===== src/rtl/uart_cmd_pkg.sv =====
`default_nettype none
// ============================================================================
// Module      : uart_cmd_pkg
// Description : Opcodes, default response bytes and FSM states for the
//               UART command decoder.
// Revision    : 1.0 - initial release
// ============================================================================
package uart_cmd_pkg;

    localparam logic [7:0] CMD_LED_ON  = 8'hA1;
    localparam logic [7:0] CMD_LED_OFF = 8'hA2;
    localparam logic [7:0] CMD_READ    = 8'hB1;
    localparam logic [7:0] CMD_RESET   = 8'hC1;

    localparam logic [7:0] DEFAULT_ACK_BYTE = 8'h06;
    localparam logic [7:0] DEFAULT_NAK_BYTE = 8'h15;

    typedef enum logic [2:0] {
        ST_IDLE      = 3'd0,
        ST_EXEC      = 3'd1,
        ST_SEND      = 3'd2,
        ST_WAIT_HI   = 3'd3,
        ST_WAIT_DONE = 3'd4
    } state_t;

endpackage
`default_nettype wire


===== src/rtl/uart_cmd_decoder_if.sv =====
`default_nettype none
// ============================================================================
// Module      : uart_cmd_decoder_if
// Description : Receiver strobe, transmitter handshake and status outputs of
//               the UART command decoder.
// Revision    : 1.0 - initial release
// ============================================================================
interface uart_cmd_decoder_if;

    logic [7:0] rx_data;
    logic       rx_valid;
    logic       tx_busy;
    logic [7:0] tx_data;
    logic       tx_start;
    logic       led;
    logic [7:0] cmd_count;
    logic       overflow;

    modport slave (
        input  rx_data, rx_valid, tx_busy,
        output tx_data, tx_start, led, cmd_count, overflow
    );

    modport master (
        output rx_data, rx_valid, tx_busy,
        input  tx_data, tx_start, led, cmd_count, overflow
    );

endinterface
`default_nettype wire


===== src/rtl/uart_byte_hold.sv =====
`default_nettype none
// ============================================================================
// Module      : uart_byte_hold
// Description : One-entry byte holding register; flags a load that finds it
//               full and not being consumed.
// Revision    : 1.0 - initial release
// ============================================================================
module uart_byte_hold (
    input  wire logic       clk,
    input  wire logic       rst,
    input  wire logic       load,
    input  wire logic [7:0] load_data,
    input  wire logic       consume,
    output logic            full,
    output logic [7:0]      data,
    output logic            drop
);

    logic       r_full;
    logic [7:0] r_data;

    assign full = r_full;
    assign data = r_data;
    assign drop = load & r_full & ~consume;

    // A consume in the same cycle frees the slot, so the new byte refills it.
    always_ff @(posedge clk) begin
        if (rst) begin
            r_full <= 1'b0;
            r_data <= 8'h00;
        end else if (load && (!r_full || consume)) begin
            r_full <= 1'b1;
            r_data <= load_data;
        end else if (consume) begin
            r_full <= 1'b0;
        end
    end

endmodule
`default_nettype wire


===== src/rtl/uart_cmd_decoder.sv =====
`default_nettype none
// ============================================================================
// Module      : uart_cmd_decoder
// Description : Executes LED commands from received bytes and returns one
//               response byte per command over a start/busy handshake.
// Revision    : 1.0 - initial release
// ============================================================================
module uart_cmd_decoder
    import uart_cmd_pkg::*;
#(
    parameter logic [7:0] ACK_BYTE = DEFAULT_ACK_BYTE,
    parameter logic [7:0] NAK_BYTE = DEFAULT_NAK_BYTE
) (
    input  wire logic         clk,
    input  wire logic         rst,
    uart_cmd_decoder_if.slave bus
);

    state_t     r_state, w_state_nxt;
    logic [7:0] r_cmd, w_cmd_nxt;
    logic [7:0] r_resp, w_resp_nxt;
    logic [7:0] r_tx_data, w_tx_data_nxt;
    logic [7:0] r_count, w_count_nxt;
    logic       r_led, w_led_nxt;
    logic       r_tx_start, w_tx_start_nxt;
    logic       r_ovf, w_ovf_nxt;

    logic       w_idle;
    logic       w_take_direct;
    logic       w_hold_load;
    logic       w_hold_consume;
    logic       w_hold_full;
    logic       w_hold_drop;
    logic [7:0] w_hold_data;

    // A byte arriving in IDLE with nothing held bypasses the holding register.
    assign w_idle         = (r_state == ST_IDLE);
    assign w_take_direct  = w_idle & ~w_hold_full & bus.rx_valid;
    assign w_hold_load    = bus.rx_valid & ~w_take_direct;
    assign w_hold_consume = w_idle & w_hold_full;

    uart_byte_hold u_hold (
        .clk       (clk),
        .rst       (rst),
        .load      (w_hold_load),
        .load_data (bus.rx_data),
        .consume   (w_hold_consume),
        .full      (w_hold_full),
        .data      (w_hold_data),
        .drop      (w_hold_drop)
    );

    always_comb begin
        w_state_nxt    = r_state;
        w_cmd_nxt      = r_cmd;
        w_resp_nxt     = r_resp;
        w_tx_data_nxt  = r_tx_data;
        w_count_nxt    = r_count;
        w_led_nxt      = r_led;
        w_tx_start_nxt = 1'b0;
        w_ovf_nxt      = r_ovf;

        case (r_state)
            ST_IDLE: begin
                if (w_hold_full) begin
                    w_cmd_nxt   = w_hold_data;
                    w_state_nxt = ST_EXEC;
                end else if (bus.rx_valid) begin
                    w_cmd_nxt   = bus.rx_data;
                    w_state_nxt = ST_EXEC;
                end
            end
            ST_EXEC: begin
                w_state_nxt = ST_SEND;
                case (r_cmd)
                    CMD_LED_ON: begin
                        w_led_nxt   = 1'b1;
                        w_count_nxt = r_count + 8'd1;
                        w_resp_nxt  = ACK_BYTE;
                    end
                    CMD_LED_OFF: begin
                        w_led_nxt   = 1'b0;
                        w_count_nxt = r_count + 8'd1;
                        w_resp_nxt  = ACK_BYTE;
                    end
                    CMD_READ: begin
                        w_count_nxt = r_count + 8'd1;
                        w_resp_nxt  = {7'b0, r_led};
                    end
                    CMD_RESET: begin
                        w_led_nxt   = 1'b0;
                        w_count_nxt = 8'd0;
                        w_ovf_nxt   = 1'b0;
                        w_resp_nxt  = ACK_BYTE;
                    end
                    default: begin
                        w_resp_nxt  = NAK_BYTE;
                    end
                endcase
            end
            ST_SEND: begin
                if (!bus.tx_busy) begin
                    w_tx_start_nxt = 1'b1;
                    w_tx_data_nxt  = r_resp;
                    w_state_nxt    = ST_WAIT_HI;
                end
            end
            ST_WAIT_HI: begin
                w_state_nxt = ST_WAIT_DONE;
            end
            ST_WAIT_DONE: begin
                if (!bus.tx_busy) begin
                    w_state_nxt = ST_IDLE;
                end
            end
            default: begin
                w_state_nxt = ST_IDLE;
            end
        endcase

        // A fresh drop outranks a C1 clear landing in the same cycle.
        if (w_hold_drop) begin
            w_ovf_nxt = 1'b1;
        end
    end

    always_ff @(posedge clk) begin
        if (rst) begin
            r_state    <= ST_IDLE;
            r_cmd      <= 8'h00;
            r_resp     <= 8'h00;
            r_tx_data  <= 8'h00;
            r_count    <= 8'h00;
            r_led      <= 1'b0;
            r_tx_start <= 1'b0;
            r_ovf      <= 1'b0;
        end else begin
            r_state    <= w_state_nxt;
            r_cmd      <= w_cmd_nxt;
            r_resp     <= w_resp_nxt;
            r_tx_data  <= w_tx_data_nxt;
            r_count    <= w_count_nxt;
            r_led      <= w_led_nxt;
            r_tx_start <= w_tx_start_nxt;
            r_ovf      <= w_ovf_nxt;
        end
    end

    assign bus.tx_data   = r_tx_data;
    assign bus.tx_start  = r_tx_start;
    assign bus.led       = r_led;
    assign bus.cmd_count = r_count;
    assign bus.overflow  = r_ovf;

endmodule
`default_nettype wire


===== src/flat_wrapper.sv =====
// flat-port wrapper written by rule: the top's interface ports become plain ports
module uart_cmd_decoder_flat import uart_cmd_pkg::*;
#(
    parameter logic [7:0] ACK_BYTE = DEFAULT_ACK_BYTE,
    parameter logic [7:0] NAK_BYTE = DEFAULT_NAK_BYTE
)
  (clk, rst, bus_rx_data, bus_rx_valid, bus_tx_busy, bus_tx_data, bus_tx_start, bus_led, bus_cmd_count, bus_overflow);
  uart_cmd_decoder_if bus_i ();
  input  wire logic clk;
  input  wire logic rst;
  input wire logic [$bits(bus_i.rx_data)-1:0] bus_rx_data;
  input wire logic [$bits(bus_i.rx_valid)-1:0] bus_rx_valid;
  input wire logic [$bits(bus_i.tx_busy)-1:0] bus_tx_busy;
  output wire logic [$bits(bus_i.tx_data)-1:0] bus_tx_data;
  output wire logic [$bits(bus_i.tx_start)-1:0] bus_tx_start;
  output wire logic [$bits(bus_i.led)-1:0] bus_led;
  output wire logic [$bits(bus_i.cmd_count)-1:0] bus_cmd_count;
  output wire logic [$bits(bus_i.overflow)-1:0] bus_overflow;
  assign bus_i.rx_data = bus_rx_data;
  assign bus_i.rx_valid = bus_rx_valid;
  assign bus_i.tx_busy = bus_tx_busy;
  assign bus_tx_data = bus_i.tx_data;
  assign bus_tx_start = bus_i.tx_start;
  assign bus_led = bus_i.led;
  assign bus_cmd_count = bus_i.cmd_count;
  assign bus_overflow = bus_i.overflow;
  uart_cmd_decoder #(.ACK_BYTE(ACK_BYTE), .NAK_BYTE(NAK_BYTE)) u_core (.clk(clk), .rst(rst), .bus(bus_i));
endmodule

===== config.mk =====
export PLATFORM = sky130hd
export DESIGN_NAME = uart_cmd_decoder_flat
export DESIGN_NICKNAME = d
export VERILOG_FILES = /design/src/rtl/uart_cmd_pkg.sv /design/src/rtl/uart_cmd_decoder_if.sv /design/src/rtl/uart_byte_hold.sv /design/src/rtl/uart_cmd_decoder.sv /design/src/flat_wrapper.sv
export SDC_FILE = /design/constraint.sdc
export NUM_CORES = 1
export LEC_CHECK = 0
export BUFFER_PORTS_ARGS = -buffer_cell sky130_fd_sc_hd__buf_2
export CAP_MARGIN = 15
export CORE_MARGIN = 3
export CORE_UTILIZATION = 25
export CTS_BUF_LIST = sky130_fd_sc_hd__clkbuf_8
export CTS_CLUSTER_SIZE = 10
export DETAILED_ROUTE_END_ITERATION = 8
export GPL_ROUTABILITY_DRIVEN = 0
export REMOVE_ABC_BUFFERS = 1
export SLEW_MARGIN = 40
export SYNTH_ARGS = -nofsm -noshare
export SYNTH_HDL_FRONTEND = slang
export SYNTH_SLANG_ARGS = --single-unit
export TNS_END_PERCENT = 10

===== constraint.sdc =====
create_clock -name clk -period 1.7 [get_ports clk]
set_input_delay 0.255 -clock clk [delete_from_list [all_inputs] [get_ports clk]]
set_output_delay 0.255 -clock clk [all_outputs]
set_load 0.01 [all_outputs]

==> results.sh, run 1 <==
export IMPL_outcome="finished, final reports clean"
export IMPL_synth_seq_cells=39
export IMPL_viasPerCell=4.69
export IMPL_top_level_ports=31
export IMPL_dieArea_mm2=0.00882
export IMPL_total_power_mw=2.26
export IMPL_nets=248
export IMPL_synthFlopType="dfxtp_1"
export IMPL_synth_commonest_cells="dfxtp_1 (39), nor2_1 (24), mux2i_1 (21)"
export IMPL_drt_iter0_drc=57
export IMPL_fillers=816
export IMPL_stdcell_count=335
export IMPL_synth_top_area_frac=0.404
export IMPL_required_ns=1.88
export IMPL_p_clk_frac=0.302
export IMPL_antenna_left=0
export IMPL_cp_depth=4
export IMPL_timing_critical_path_buf_inv=0
export IMPL_worstPathCellList="nor4b_4 > nand2_2 > or3_1 > a41o_1"
export IMPL_placed_cells=326
export IMPL_period_minus_slack_ns=1.63
export IMPL_vias=1570
export IMPL_synth_top_area_cell="dfxtp_1"
export IMPL_synth_most_common_cell="dfxtp_1"
export IMPL_r2r_start="u_core.r_cmd[2]"
export IMPL_multi_input_area_mm2=0.00110
export IMPL_placed_cell_area_mm2=0.00218
export IMPL_hp_start="bus_rx_data[4]"
export IMPL_die_width_um=93.9
export IMPL_io_buffers=26
export IMPL_slowest_delay_ns=0.37
export IMPL_cts_sinks=39
export IMPL_grt_util_all_layers=0.0970
export IMPL_startpoint_type="register"
export IMPL_grt_pass1_wl_um=6880
export IMPL_yosysWarnings=0
export IMPL_reg2reg_slack_ns=0.07
export IMPL_cts_buffer_depth=2
export IMPL_p_sw_uw=657
export IMPL_ys_types=53
export IMPL_path_clk_slew_ns=0.08
export IMPL_routedWlPerCell_um=12.4
export IMPL_fin_util=0.315
export IMPL_grt_pass1_vias=1491
export IMPL_fin_skew_ns=0.00343
export IMPL_crit_path_max_fanout=6
export IMPL_fin_crit_sh=0.960
export IMPL_rsz0062_at_grt="yes"
export IMPL_hold_end="u_core.u_hold.data[4]"
export IMPL_seq_area_frac_synth=0.404
export IMPL_postRouteWirelength_um=4160
export IMPL_pwr_share_comb=0.213
export IMPL_postLayoutCellArea_mm2=0.00232
export IMPL_hold_path_class="in2reg"
export IMPL_path_delay_family="simple AND/OR/NAND/NOR gates"
export IMPL_core_area_mm2=0.00737
export IMPL_critPathCaptureType="register"
export IMPL_switching_share=0.291
export IMPL_drv_slew=0
export IMPL_p_seq_frac=0.485
export IMPL_clock_latency_ns=0.28
export IMPL_layout_drive_gt1_share=0.292
export IMPL_regArea_um2=785
export IMPL_hpwl_um=2970
export IMPL_setup_tns_ns=0
export IMPL_max_freq_mhz=613
export IMPL_peakVddDrop_mv=0.347
export IMPL_dieHeight_um=93.9
export IMPL_postCtsHoldBufs=0
export IMPL_r2r_end="u_core.r_resp[0]"
export IMPL_power_leakage_nw=0.880
export IMPL_antenna_found_initial=0
export IMPL_max_cap_violations=0
export IMPL_yosys_top_cells_area="dfxtp_1 (40%), mux2i_1 (11%), nor2_1 (4.7%)"
export IMPL_route_detailed_drc=0
export IMPL_cts_tree="done"
export IMPL_internal_power_mw=1.60
export IMPL_drtPass1Iterations=4
export IMPL_row_count=31
export IMPL_grt_ovfl_total=0
export IMPL_critPathSlowestCell="dfxtp_1"
export IMPL_areaGrowthSynthToFinish_pct=20.3
export IMPL_pwr_density_cell_mw_per_mm2=971
export IMPL_critPathKind="reg2reg"
export IMPL_async_flop_share=0
export IMPL_synthCells=204
export IMPL_htree_levels=2
export IMPL_r2r_cells=4
export IMPL_cp_arrival_ns=1.81
export IMPL_n_antenna_cell=0
export IMPL_grt_start_max_net_pins=18
export IMPL_numCtsBuffers=5
export IMPL_avgSynthCellArea_um2=9.47
export IMPL_synth_edf_count=0
export IMPL_setup_viol=0
export IMPL_mappedNetlistArea_mm2=0.00193
export IMPL_hold_violations=0
export IMPL_cts_root_buf="clkbuf_8"
export IMPL_start_util=0.262
export IMPL_min_path_cells=3
==> worst max-delay path by stage <==
stage	end	slack, ns	start
2_1_floorplan	u_core.r_resp[0]	0.20	u_core.r_state[0]
3_3_place_gp	u_core.bus.cmd_count[6]	0.14	u_core.r_cmd[6]
3_5_place_dp	u_core.bus.cmd_count[7]	0.10	u_core.r_cmd[1]
4_1_cts	u_core.bus.cmd_count[6]	0.09	u_core.r_cmd[1]
5_1_grt	u_core.r_resp[0]	-0.02	u_core.r_cmd[2]
6_report	u_core.r_resp[0]	0.07	u_core.r_cmd[2]
==> cell usage in the layout (no fill, tap or decap), types with 4 or more instances in the layout <==
cell type | netlist | routed
nand2_1 | 13 | 12
or2_2 | 4 | 4
inv_1 | 5 | 6
nand4bb_1 | 4 | 4
or3_1 | 5 | 5
nand3_1 | 6 | 6
a211oi_1 | 6 | 6
nor3_1 | 4 | 4
clkbuf_8 | 0 | 7
buf_2 | 3 | 26
a21oi_1 | 6 | 5
conb_1 | 1 | 4
dfxtp_1 | 39 | 36
mux2i_1 | 21 | 21
buf_4 | 4 | 9
nor2_1 | 24 | 24
==> metrics by stage <==
stage,setup WS [ns],hold WS [ns]
4_1_cts,0.0916,0.206
3_3_place_gp,0.137,0.447
2_1_floorplan,0.202,0.320
6_report,0.0681,0.214
5_1_grt,-0.0172,0.218
3_5_place_dp,0.104,0.458
==> logic make-up after synthesis <==
logic type                 synth area share
DFF                                   0.404
AOI/OAI and AO/OA                     0.155
adders and majority gates           0.00648
other                               0.00194
muxes                                 0.115
xor gates and xnor gates            0.00907
and+or+nand+nor                       0.258
buffers and inverters                0.0505
==> state kept, by name (all words and copies together) (netlist names) <==
register              cells
u_core.bus.tx_data        4
u_core.r_resp             4
u_core.r_state            3
u_core.bus.cmd_count      8
u_core.bus.tx_start       1
u_core.r_cmd              8
u_core.bus.led            1
u_core.u_hold.full        1
u_core.u_hold.data        8
u_core.bus.overflow       1
==> area by class of cell <==
type / instances / area share
clock buffers: 7 / 0.0415
multi-input cells: 149 / 0.473
well taps: 99 / 0.0533
repair buffers: 35 / 0.0851
inverters: 5 / 0.00808
clock inverters: 1 / 0.00162
flip-flops and latches: 39 / 0.338
==> power by group through the flow <==
stage | Clock [mW] | Combinational [mW] | Sequential, mW
after floorplan | 0 | 0.335 | 1.11
after global placement | 0 | 0.475 | 1.11
after detailed placement | 0 | 0.479 | 1.12
after CTS | 0.707 | 0.480 | 1.09
after global routing | 0.760 | 0.536 | 1.11
final | 0.681 | 0.480 | 1.10
==> metal layers <==
metal | GRT usage | vias up | routed length (um)
met3 | 0.0288 | 2 | 222
met5 | 0 | - | 0
met1 | 0.130 | 734 | 2070
li1 | - | 797 | -
met2 | 0.150 | 37 | 1850
met4 | 0.0289 | 0 | 17
==> worst reg2reg max path, delay by kind of cell (launching register included) <==
| family | cells | cell delay [ns] |
|---|---|---|
| AOI/OAI and AO/OA | 1 | 0.25 |
| DFF | 1 | 0.37 |
| and+or+nand+nor | 3 | 0.90 |
==> repair_timing <==
action / 4_1_cts / 5_1_grt
hold endpoints to repair: 0 / 0
setup buffers: 0 / 1
setup endpoints to repair: 0 / 5
resized for setup: 0 / 10
Note: power is estimated with default switching activity, not from simulation.
==> run 2, diff against run 1 <==
--- a/config.mk
+++ b/config.mk
@@ -5,6 +5,7 @@
 export SDC_FILE = /design/constraint.sdc
 export NUM_CORES = 1
 export LEC_CHECK = 0
+export ABC_AREA = 1
 export BUFFER_PORTS_ARGS = -buffer_cell sky130_fd_sc_hd__buf_2
 export CAP_MARGIN = 15
 export CORE_MARGIN = 3
==> run 2 against run 1 <==
Net effect:
- largest power group unchanged
- register-to-register slack improved by 0.18 ns
- power shrank 8.8%
- flip-flop and latch count stayed put
- sequential share of layout area increased by 3.4 points
- first-iteration DRC count grew 14%
- worst hold slack got worse by 0.0018 ns
- synthesized cell count rose by 28%
- cell area is 9.6% lower
- critical endpoint is now u_core.bus.tx_data[1]
- clock skew rose by 0.0036 ns
==> results.sh, run 2 <==
export IMPL_cts_tree="done"
export IMPL_row_count=30
export IMPL_synth_most_common_cell="nand2_1"
export IMPL_numCtsBuffers=5
export IMPL_use_met1=0.130
export IMPL_nets=302
export IMPL_outcome="finished, final reports clean"
export IMPL_slowest_delay_ns=0.36
export IMPL_cts_buffer_depth=2
export IMPL_avgSynthCellArea_um2=6.81
export IMPL_period_minus_slack_ns=1.46
export IMPL_p_clk_frac=0.326
export IMPL_setup_tns_ns=0
export IMPL_cts_sinks=39
export IMPL_fin_skew_ns=0.00703
export IMPL_cp_arrival_ns=1.61
export IMPL_yosysWarnings=0
export IMPL_die_width_um=90.3
export IMPL_cts_root_buf="clkbuf_8"
export IMPL_dieHeight_um=90.3
export IMPL_total_power_mw=2.06
export IMPL_antenna_found_initial=0
export IMPL_critPathCaptureType="register"
export IMPL_required_ns=1.85
export IMPL_synth_commonest_cells="nand2_1 (63), nor2_1 (41), dfxtp_1 (39)"
export IMPL_start_util=0.260
export IMPL_path_delay_family="simple AND/OR/NAND/NOR gates"
export IMPL_cts_setup_buffers=0
export IMPL_peakVddDrop_mv=0.376
export IMPL_power_leakage_nw=0.960
export IMPL_hold_path_class="in2reg"
export IMPL_p_seq_frac=0.511
export IMPL_timing_critical_path_buf_inv=2
export IMPL_mappedNetlistArea_mm2=0.00178
export IMPL_viasPerCell=4.22
export IMPL_slew_headroom=0.612
export IMPL_p_sw_uw=577
export IMPL_seq_area_frac_synth=0.439
export IMPL_grt_pass1_vias=1494
export IMPL_drtPass1Iterations=4
export IMPL_postCtsHoldBufs=0
export IMPL_worstPathCellList="inv_1 > nand2_1 > nor2_1 > inv_1 > or2_0 > o21ai_0 > a21oi_1"
export IMPL_synth_top_area_cell="dfxtp_1"
export IMPL_critPathKind="reg2reg"
export IMPL_use_met3=0.0308
export IMPL_cp_common_cell="inv_1"
export IMPL_core_area_mm2=0.00683
export IMPL_worstMarginPinSlew_ns=0.581
export IMPL_grt_pass1_wl_um=6710
export IMPL_grt_start_max_net_pins=26
export IMPL_htree_levels=2
export IMPL_drv_slew=0
export IMPL_dieArea_mm2=0.00815
export IMPL_drt_iter0_drc=65
export IMPL_pwr_density_cell_mw_per_mm2=981
export IMPL_postRouteWirelength_um=3860
export IMPL_switching_share=0.280
export IMPL_crit_path_max_fanout=9
export IMPL_max_cap_violations=0
export IMPL_clock_latency_ns=0.28
export IMPL_setup_viol=0
export IMPL_grt_util_all_layers=0.0992
export IMPL_cts_resized_gates=0
export IMPL_synth_edf_count=0
export IMPL_final_common_cell="nand2_1"
export IMPL_antenna_left=0
export IMPL_final_cell_mix="nand2_1 (63), nor2_1 (41), dfxtp_1 (39)"
export IMPL_fin_crit_sh=0.857
export IMPL_route_detailed_drc=0
export IMPL_max_freq_mhz=687
export IMPL_synth_seq_cells=39
export IMPL_path_clk_slew_ns=0.08
export IMPL_startpoint_type="register"
export IMPL_synth_top_area_frac=0.439
export IMPL_layout_drive_gt1_share=0.152
export IMPL_rsz0062_at_grt="no"
export IMPL_top_usage_layer="met2"
export IMPL_synthFlopType="dfxtp_1"
export IMPL_io_buffers=26
export IMPL_pwr_share_comb=0.163
export IMPL_internal_power_mw=1.48
export IMPL_critPathSlowestCell="or2_0"
export IMPL_yosys_top_cells_area="dfxtp_1 (44%), nand2_1 (13%), nor2_1 (8.7%)"
export IMPL_ys_types=26
export IMPL_n_antenna_cell=0
export IMPL_synthCells=261
export IMPL_routedWlPerCell_um=9.99
export IMPL_top_level_ports=31
export IMPL_hold_violations=0
export IMPL_async_flop_share=0
export IMPL_areaGrowthSynthToFinish_pct=18.2
export IMPL_met2_usage=0.149
export IMPL_grt_ovfl_total=0
export IMPL_hpwl_um=2850
export IMPL_vias=1627
[run 2: kinds of logic after synthesis]
logic type	share of synthesized area
AO/OA/AOI/OAI	0.159
XOR/XNOR	0.00493
adder cells (fa/ha/maj)	0.00704
buffers and inverters	0.0937
flip-flops	0.439
other	0.00211
AND/OR/NAND/NOR	0.294
[run 2: per-stage QoR]
step | hold WS (ns) | setup slack (ns) | utilization | area [um^2] | std cells
3_3_place_gp | 0.431 | 0.268 | 0.293 | 2000 | 378
3_5_place_dp | 0.434 | 0.245 | 0.293 | 2000 | 378
2_1_floorplan | 0.324 | 0.343 | - | 1730 | 253
4_1_cts | 0.199 | 0.228 | 0.307 | 2100 | 386
6_report | 0.212 | 0.244 | 0.307 | 2100 | 386
5_1_grt | 0.212 | 0.0416 | 0.307 | 2100 | 386
[run 2: area by class of cell]
type	count	area (um^2)
Inverter	28	105
Multi-Input combinational cell	186	841
Fill cell	791	4730
Clock buffer	7	96.3
Clock inverter	1	3.75
Tap cell	96	120
Timing Repair Buffer	29	153
Sequential cell	39	781
[run 2: power groups by stage]
stage                     sequential, mW  clock [mW]  combinational, mW
after floorplan                     1.07           0              0.229
after global placement              1.07           0              0.334
after detailed placement            1.07           0              0.340
after CTS                           1.05       0.698              0.341
after global routing                1.06       0.741              0.393
final                               1.05       0.671              0.336
[run 2: metal layers]
metal,up-vias,wire [um]
met2,36,1660
met4,0,61
li1,884,-
met3,6,209
met1,701,1920
met5,-,0
[run 2: final timing paths]
check	start	depth (start not counted)	end	slack, ns
worst max-delay path	u_core.r_state[2]	7	u_core.bus.tx_data[1]	0.24
worst min-delay path	bus_rx_data[4]	3	u_core.u_hold.data[4]	0.21
worst max register to register	u_core.r_state[2]	7	u_core.bus.tx_data[1]	0.24
worst min register to register	u_core.bus.tx_data[4]	2	u_core.bus.tx_data[4]	0.44
[run 2: worst min-delay path, delay by kind of cell]
kind	cells	cell delay [ns]
buffers and inverters	1	0.09
and+or+nand+nor	2	0.12
==> run 3, diff against run 2 <==
--- a/config.mk
+++ b/config.mk
@@ -8,12 +8,15 @@
 export ABC_AREA = 1
 export BUFFER_PORTS_ARGS = -buffer_cell sky130_fd_sc_hd__buf_2
 export CAP_MARGIN = 15
+export CELL_PAD_IN_SITES_DETAIL_PLACEMENT = 1
+export CELL_PAD_IN_SITES_GLOBAL_PLACEMENT = 2
 export CORE_MARGIN = 3
 export CORE_UTILIZATION = 25
 export CTS_BUF_LIST = sky130_fd_sc_hd__clkbuf_8
 export CTS_CLUSTER_SIZE = 10
 export DETAILED_ROUTE_END_ITERATION = 8
 export GPL_ROUTABILITY_DRIVEN = 0
+export PLACE_DENSITY_LB_ADDON = 0.2
 export REMOVE_ABC_BUFFERS = 1
 export SLEW_MARGIN = 40
 export SYNTH_ARGS = -nofsm -noshare
==> run 3 against run 2 <==
Net effect:
- sequential power hardly changed
- clock skew down 0.00080 ns
- cell count is 0.52% higher
- first-iteration DRC count shrank 37%
==> results.sh, run 3 (synthesized netlist as in run 2, its figures left out) <==
export IMPL_cp_arrival_ns=1.62
export IMPL_peakVddDrop_mv=0.409
export IMPL_pwr_density_cell_mw_per_mm2=971
export IMPL_crit_path_max_fanout=9
export IMPL_placed_cell_area_mm2=0.00202
export IMPL_switching_share=0.294
export IMPL_grt_pass1_wl_um=7560
export IMPL_cts_tree="done"
export IMPL_nets=305
export IMPL_route_detailed_drc=0
export IMPL_cts_sinks=39
export IMPL_p_sw_uw=603
export IMPL_pwr_share_comb=0.173
export IMPL_antenna_left=0
export IMPL_total_power_mw=2.05
export IMPL_clock_latency_ns=0.29
export IMPL_grt_pass1_vias=1629
export IMPL_fin_skew_ns=0.00624
export IMPL_dieHeight_um=90.3
export IMPL_max_freq_mhz=702
export IMPL_final_cell_mix="nand2_1 (63), nor2_1 (41), dfxtp_1 (39)"
export IMPL_drt_iter0_drc=41
export IMPL_placed_cells=381
export IMPL_cts_root_buf="clkbuf_8"
export IMPL_critPathCaptureType="register"
export IMPL_hpwl_um=3300
export IMPL_grt_util_all_layers=0.113
export IMPL_numCtsBuffers=5
export IMPL_dieArea_mm2=0.00815
export IMPL_p_seq_frac=0.513
export IMPL_cts_buffer_depth=2
export IMPL_grt_start_max_net_pins=17
export IMPL_holdWs_ns=0.197
export IMPL_max_cap_violations=0
export IMPL_p_clk_frac=0.314
export IMPL_outcome="finished, final reports clean"
export IMPL_hold_violations=0
export IMPL_grt_ovfl_total=0
export IMPL_required_ns=1.89
export IMPL_layout_drive_gt1_share=0.161
export IMPL_hold_path_class="in2reg"
export IMPL_htree_levels=2
export IMPL_postLayoutCellArea_mm2=0.00211
export IMPL_start_util=0.260
export IMPL_critPathKind="reg2reg"
export IMPL_top_level_ports=31
export IMPL_setup_tns_ns=0
export IMPL_startpoint_type="register"
export IMPL_setup_viol=0
export IMPL_rsz0062_at_grt="no"
export IMPL_cts_setup_buffers=0
export IMPL_viasPerCell=4.27
export IMPL_core_area_mm2=0.00683
export IMPL_areaGrowthSynthToFinish_pct=18.7
export IMPL_power_leakage_nw=0.965
export IMPL_vias=1657
export IMPL_routedWlPerCell_um=11.3
export IMPL_antenna_found_initial=0
export IMPL_row_count=30
export IMPL_period_minus_slack_ns=1.42
export IMPL_fin_crit_sh=0.838
export IMPL_stdcell_count=388
export IMPL_postRouteWirelength_um=4400
export IMPL_path_clk_slew_ns=0.08
export IMPL_die_width_um=90.3
export IMPL_final_common_cell="nand2_1"
export IMPL_drtPass1Iterations=4
export IMPL_n_antenna_cell=0
export IMPL_drv_slew=0
export IMPL_io_buffers=26
export IMPL_internal_power_mw=1.45
## run 3: cell count changes in the layout (fill, tap and decap cells not counted)
cell      change
or2_0         -1
clkbuf_8      -1
or2_1         +1
clkinv_2      +1
inv_1         -1
buf_4         +3
## run 3: layout make-up
| class | instances | area [um^2] |
|---|---|---|
| multi-input cells | 186 | 841 |
| clock inverters | 1 | 5.00 |
| inverters | 28 | 105 |
| clock buffers | 6 | 82.6 |
| flip-flops and latches | 39 | 781 |
| fillers | 917 | 4720 |
| well taps | 96 | 120 |
| repair buffers | 32 | 175 |
## run 3: per-layer routing
layer,vias up,track usage,wire length [um]
li1,888,-,-
met1,738,0.142,2120
met2,26,0.185,2060
met3,5,0.0308,147
met4,0,0.0383,68
met5,-,0,0
## run 3: critical path, stage by stage (launching register included)
cell and delay [ns]:
dfxtp_1 0.31, inv_1 0.10, nand2_1 0.10, nor2_1 0.19
nor2_1 0.13, nor2_4 0.22, inv_2 0.12, nor2_1 0.11
nor2_1 0.05
## run 3: worst paths after layout
check / start / depth (start not counted) / to / slack (ns)
min: bus_rx_data[2] / 3 / u_core.u_hold.data[2] / 0.20
max reg2reg: u_core.r_state[0] / 8 / u_core.u_hold.data[4] / 0.28
min reg2reg: u_core.bus.tx_data[4] / 2 / u_core.bus.tx_data[4] / 0.44
max: u_core.r_state[0] / 8 / u_core.u_hold.data[4] / 0.28
## run 3: metrics by stage
stage	setup WS (ns)	utilization
after detailed placement	0.159	0.296
final	0.275	0.309
after global placement	0.176	0.296
after global routing	0.0435	0.309
after floorplan	0.343	-
after CTS	0.144	0.309
## run 3: timing repair
item / in CTS / in global routing
setup endpoints to repair: 0 / 3
hold buffers: 0 / 0
gates resized for setup: 0 / 1
## run 3: power groups by stage
stage | sequential, mW | clock, mW | combinational [mW]
6_report | 1.05 | 0.644 | 0.354
5_1_grt | 1.06 | 0.710 | 0.420
4_1_cts | 1.05 | 0.672 | 0.367
3_5_place_dp | 1.07 | 0 | 0.364
3_3_place_gp | 1.07 | 0 | 0.360
2_1_floorplan | 1.07 | 0 | 0.229
